$ cat src/rtl/scan_mux_pkg.sv
// scan_mux_pkg: shared FSM state and mode encodings for scan_mux
package scan_mux_pkg;
  typedef enum logic [1:0] {IDLE, MANUAL, SCAN} state_t;
  localparam logic MODE_MANUAL = 1'b0;
  localparam logic MODE_SCAN = 1'b1;
endpackage

$ cat src/rtl/scan_mux_ctr.sv
// scan_mux_ctr: channel index register with dwell counter (auto-scan only with SCAN_MUX_AUTOSCAN_EN)
module scan_mux_ctr #(
  parameter int NCH = 16,
  parameter int DWELL_W = 8,
  localparam int SELW = $clog2(NCH)
) (
  input  logic               clk,
  input  logic               rst_n,
  input  logic               scan,
  input  logic               load,
  input  logic [SELW-1:0]    sel,
  input  logic [DWELL_W-1:0] dwell,
  output logic [SELW-1:0]    cur_sel,
  output logic               wrap
);
`ifdef SCAN_MUX_AUTOSCAN_EN
  logic [DWELL_W-1:0] cnt;
  logic expire, last;
  // a load in the same cycle wins over the advance and suppresses wrap
  assign expire = scan && !load && cnt == dwell;
  assign last = cur_sel == SELW'(NCH - 1);
  always_ff @(posedge clk or negedge rst_n) begin
    if (!rst_n) begin
      cur_sel <= '0;
      cnt <= '0;
      wrap <= 1'b0;
    end else begin
      cur_sel <= load ? sel : expire ? (last ? '0 : cur_sel + 1'b1) : cur_sel;
      cnt <= (!scan || load || expire) ? '0 : cnt + 1'b1;
      wrap <= expire && last;
    end
  end
`else
  logic unused_scan;
  assign unused_scan = ^{scan, dwell};
  assign wrap = 1'b0;
  always_ff @(posedge clk or negedge rst_n) begin
    if (!rst_n) cur_sel <= '0;
    else cur_sel <= load ? sel : cur_sel;
  end
`endif
endmodule

$ cat src/rtl/scan_mux.sv
// scan_mux: registered channel multiplexer with manual select and optional auto-scan.
// Auto-scan (SCAN state, dwell counter, wrap) is built only when SCAN_MUX_AUTOSCAN_EN is defined.
module scan_mux import scan_mux_pkg::*; #(
  parameter int NCH = 16,
  parameter int W = 1,
  parameter int DWELL_W = 8,
  localparam int SELW = $clog2(NCH)
) (
  input  logic               clk,
  input  logic               rst_n,
  input  logic [NCH*W-1:0]   in,
  input  logic [SELW-1:0]    sel,
  input  logic               sel_load,
  input  logic               mode,
  input  logic               en,
  input  logic [DWELL_W-1:0] dwell,
  output logic [W-1:0]       out,
  output logic [SELW-1:0]    out_sel,
  output logic               out_valid,
  output logic               wrap,
  output logic               sel_err
);
  state_t state, state_d;
  logic [SELW-1:0] cur_sel;
  logic [W-1:0] ch [NCH];
  logic legal;
  for (genvar g = 0; g < NCH; g++) begin : g_ch
    assign ch[g] = in[g*W +: W];
  end
  assign legal = {1'b0, sel} < (SELW + 1)'(NCH);
`ifdef SCAN_MUX_AUTOSCAN_EN
  always_comb state_d = !en ? IDLE : mode == MODE_SCAN ? SCAN : MANUAL;
`else
  logic unused_mode;
  assign unused_mode = mode;
  always_comb state_d = !en ? IDLE : MANUAL;
`endif
  always_ff @(posedge clk or negedge rst_n) begin
    if (!rst_n) state <= IDLE;
    else state <= state_d;
  end
  scan_mux_ctr #(.NCH(NCH), .DWELL_W(DWELL_W)) u_ctr (
    .clk(clk),
    .rst_n(rst_n),
    .scan(state == SCAN),
    .load(sel_load && legal),
    .sel(sel),
    .dwell(dwell),
    .cur_sel(cur_sel),
    .wrap(wrap)
  );
  always_ff @(posedge clk or negedge rst_n) begin
    if (!rst_n) begin
      out <= '0;
      out_sel <= '0;
      out_valid <= 1'b0;
      sel_err <= 1'b0;
    end else begin
      out_valid <= state != IDLE;
      sel_err <= sel_load && !legal;
      if (state != IDLE) begin
        out <= ch[cur_sel];
        out_sel <= cur_sel;
      end
    end
  end
endmodule

$ cat config.mk
export PLATFORM = sky130hd
export DESIGN_NAME = scan_mux
export DESIGN_NICKNAME = d
export VERILOG_FILES = /design/src/rtl/scan_mux_pkg.sv /design/src/rtl/scan_mux_ctr.sv /design/src/rtl/scan_mux.sv
export SDC_FILE = /design/constraint.sdc
export NUM_CORES = 1
export LEC_CHECK = 0
export CORE_AREA = 2 2 47 49
export DETAILED_ROUTE_END_ITERATION = 6
export DIE_AREA = 0 0 49 51
export GPL_ROUTABILITY_DRIVEN = 0
export PLACE_DENSITY = 0.79
export SETUP_SLACK_MARGIN = 0.5
export SLEW_MARGIN = 20
export SYNTH_ARGS = -nofsm -noshare
export SYNTH_HDL_FRONTEND = slang
export SYNTH_HIERARCHICAL = 1
export SYNTH_SLANG_ARGS = --single-unit
$ cat constraint.sdc
create_clock -name clk -period 1.6 [get_ports clk]
set_input_delay 0.32 -clock clk [delete_from_list [all_inputs] [get_ports clk]]
set_output_delay 0.32 -clock clk [all_outputs]
set_load 0.01 [all_outputs]
Word-level counts from Yosys, hierarchy flattened:

Index checks and enable logic that the tools add are counted.
W data, S select, Z words.

* register bits after elaboration: 11
* input bits: 33
* output and inout port bits: 8
* word-level logic and storage cells: 12

* $lt $le $gt $ge: 1
* mux-type cells: 4
* bitwise logic cells: 1
* reductions and logical operators: 1

Operators by type and width (number)
* $ge A5 B5 Y1 const B: 1
* $not A4 Y5: 1
* $bmux W1 S4: 1
* $mux W1: 3
* $reduce_bool A2 Y1: 1

Longest topological paths before layout:

* depth after elaboration: 4
* gate-level depth with buffers: 4
* depth with buffers taken out: 4

Cells and area by module:

The synthesis kept the hierarchy.

Modules (own cells, without submodules)
* scan_mux: times used 1, cells each 21, area each 381.6 sq um, seq. area each 175.2 sq um
* scan_mux_ctr: times used 1, cells each 10, area each 156.4 sq um, seq. area each 100.1 sq um

Worst setup path after synthesis:

Ideal clock, no wire load.

* path kind: register -> register
* start point: reg u_ctr.cur_sel[0]
* end point: reg out
* library setup time: 0.125 ns
* data arrival time: 1.399 ns
* required time: 1.475 ns
* slack: 0.076 ns
* stages on the path, launching flop included: 5
* buffers on the path: 0
* clock period less this slack: 1.524 ns
* cells stage by stage: dfrtp_1 mux4_1 mux2i_1 mux2i_1 mux2_4

* longest elaborated chain between the ends: 4

RTL lines
* start: declaration: line scan_mux_ctr.sv:13 `output logic [SELW-1:0] cur_sel,`
* start signal: assignment: line scan_mux_ctr.sv:39 `else cur_sel <= load ? sel : cur_sel;`
* $not A4 Y5 (implied by the code): line scan_mux.sv:62 `out <= ch[cur_sel];`
* $bmux W1 S4: line scan_mux.sv:62
* $mux W1 (implied by the code) (2 in series): line scan_mux.sv:62
* end signal: assignment: line scan_mux.sv:62
* end: declaration: line scan_mux.sv:17 `output logic [W-1:0] out,`

Every way passes these cells. The select of a mux whose other input is x is not followed.
A chain may end at the register's enable or synchronous reset.

Worst setup path in the final report:

Same ends and word-level chain as after synthesis.

==> metrics.txt <==
status=completed; reg2reg setup slack=0.04 ns; mapped cell area=538 sq um; CTS Sinks=11; CTS tree=built; Pwr Total=731 uW; Layout Nets=100; Mapped Cells=31; layout cells sized above 1=42.4%; number of synthesized flops with an enable pin=0; Routed Wire Length=1.23 mm; clk_lat worst skew=0.26 ns; Sw Ratio=25.0%; Peak VDD IR=479 uV; Sequential Power Share=46.9%; Overflow after GRT=0; crit share post-route=97.4%; reg2reg start=u_ctr/cur_sel[0]$_DFFE_PN0P_; top-area cell type share of the netlist area=51.2%; ANT nets after route=0; Final Max Slew Viols=0; Reg clk slew, reported paths=0.07 ns; #FFs+latches synth=11; FF-to-FF path depth=4; number of buffers added on ports=29; Required @ worst endpoint=1.75 ns; Clock Power Share=25.0%; dominant cell by count in the synthesized netlist=dfrtp_1; Primary FF master, synth=dfrtp_1; Synth async-reset ratio=100%; residual DRC count=0; average via count per standard cell=4.30; Max Cap Violations=0; Starting Density=26.1%; Sw Pwr=183 uW; Synth area leaders=dfrtp_1 (51%), mux4_1 (20%), mux2_2 (17%), mux2i_1 (5.6%), buf_4 (2.8%); pin count of the biggest net entering global routing=12; Hold Crit Class=input pin to async pin; synth-to-layout area growth=61.4%; area leader, netlist=dfrtp_1; Synth top cells by count=dfrtp_1 (11), mux2_2 (8), mux4_1 (4); DRT iter0 DRCs=3; setup slack after layout=0.0414 ns; Fin. Hold Viols=0; leakage dissipation=0.370 nW; 1st-pass router iterations=2; die width=49 um; Final Util=42.1%; Final Skew=0.00580 ns; core area=2060 sq um; number of antenna diodes=0; Die Ht=51 um; Final setup viols=0; combinational fraction of design power=28.1%; unrepaired setup endpoints after global routing=yes; TritonCTS buffer count=3; Critical Path End Type=flop; syn_nets=64; Routed wire per std cell=13.1 um; pre-CTS setup slack=-0.227 ns; first-pass GRT wire length=2.10 mm; # IOs=41; initial antenna violation count=0; DR vias=404; # H-tree levels=1; Hold Slack=0.381 ns; Max Freq=0.642 GHz; Syn. warnings=6; Power Density=842 nW/um^2; Detail Placement HPWL=990 um; vias in the first global route=433; Setup Crit Path Kind=flop to flop; Final min period=1.56 ns; gr usage total=11.7%; CP max FO=3; cts hold-fix bufs=0; internal power=549 uW; Rows=17; crit path DAT=1.71 ns; Seq/Total Area, Yosys=51.2%; Mean Syn Cell Area=17.4 sq um; Die ar.=2500 sq um; CTS Root Cell=clkbuf_4; FF-to-FF End=out$_DFFE_PN0P_; Synth cell types=7; clock buffer depth=2; CP startpoint kind=flop
## per-layer routing
layer	track usage, %	up-vias	routed length [um]
met3	4.68	0	96
met1	12.6	200	495
met5	0	-	0
met4	5.71	0	0
met2	20.1	21	641
li1	-	183	-
## power groups by stage
stage	clock, mW	sequential [mW]	combinational, mW
after global routing	0.212	0.351	0.221
after floorplan	0	0.357	0.0802
after detailed placement	0	0.350	0.223
final	0.183	0.343	0.205
after global placement	0	0.348	0.220
after CTS	0.189	0.344	0.207
## placed cells by master, fill, tap and decap left out
master,Yosys,final
clkinv_2,0,1
clkdlybuf4s50_1,0,23
mux4_2,0,4
mux2i_1,3,3
buf_6,0,1
clkbuf_4,0,3
conb_1,2,2
buf_4,2,4
dfrtp_2,0,1
dfrtp_1,11,10
mux2_4,1,1
mux2_2,8,8
buf_2,0,5
## worst max path at each step
stage                                            start               to  slack, ns  depth (start not counted)
after floorplan           u_ctr/cur_sel[0]$_DFFE_PN0P_  out$_DFFE_PN0P_       0.10                          4
after global placement                          in[15]  out$_DFFE_PN0P_      -0.22                          5
after detailed placement                        in[14]  out$_DFFE_PN0P_      -0.23                          5
after CTS                 u_ctr/cur_sel[0]$_DFFE_PN0P_  out$_DFFE_PN0P_       0.01                          4
after global routing      u_ctr/cur_sel[0]$_DFFE_PN0P_  out$_DFFE_PN0P_      -0.03                          4
final                     u_ctr/cur_sel[0]$_DFFE_PN0P_  out$_DFFE_PN0P_       0.04                          4
## worst max-delay path, stage by stage, from the launching register on
cell     delay, ns
dfrtp_1       0.41
mux4_2        0.52
mux2i_1       0.15
mux2i_1       0.10
mux2_4        0.26
## state kept, by name (all words and copies together), names as in the netlist
signal	cells
u_ctr/cur_sel	4
out_sel	4
out	1
state	1
out_valid	1
## stage by stage
step / setup TNS, ns / cell area [sq um] / cells
after floorplan: 0 / 523 / 31
after global placement: -0.217 / 856 / 89
after detailed placement: -0.227 / 856 / 89
after CTS: 0 / 862 / 94
after global routing: -0.0270 / 868 / 94
final: 0 / 868 / 94
## cell families (layout without fill, tap and decap cells)
family	after synthesis	in the layout	share of synthesized area [%]
mux	16	16	44.7
other cells	2	2	1.40
buf+inv	2	37	2.79
flops	11	11	51.2
## cell type report
type | count | area, sq um
Sequential cell | 11 | 277
Timing Repair Buffer | 33 | 297
Tap cell | 28 | 35.0
Multi-Input combinational cell | 18 | 233
Clock buffer | 3 | 22.5
Clock inverter | 1 | 5.00
Fill cell | 209 | 1190
## timing repair
item,in CTS,in global routing
resized for setup,25,1
setup endpoints to repair,7,7
buffers inserted,1,0
Power figures use the tool's default switching activity.
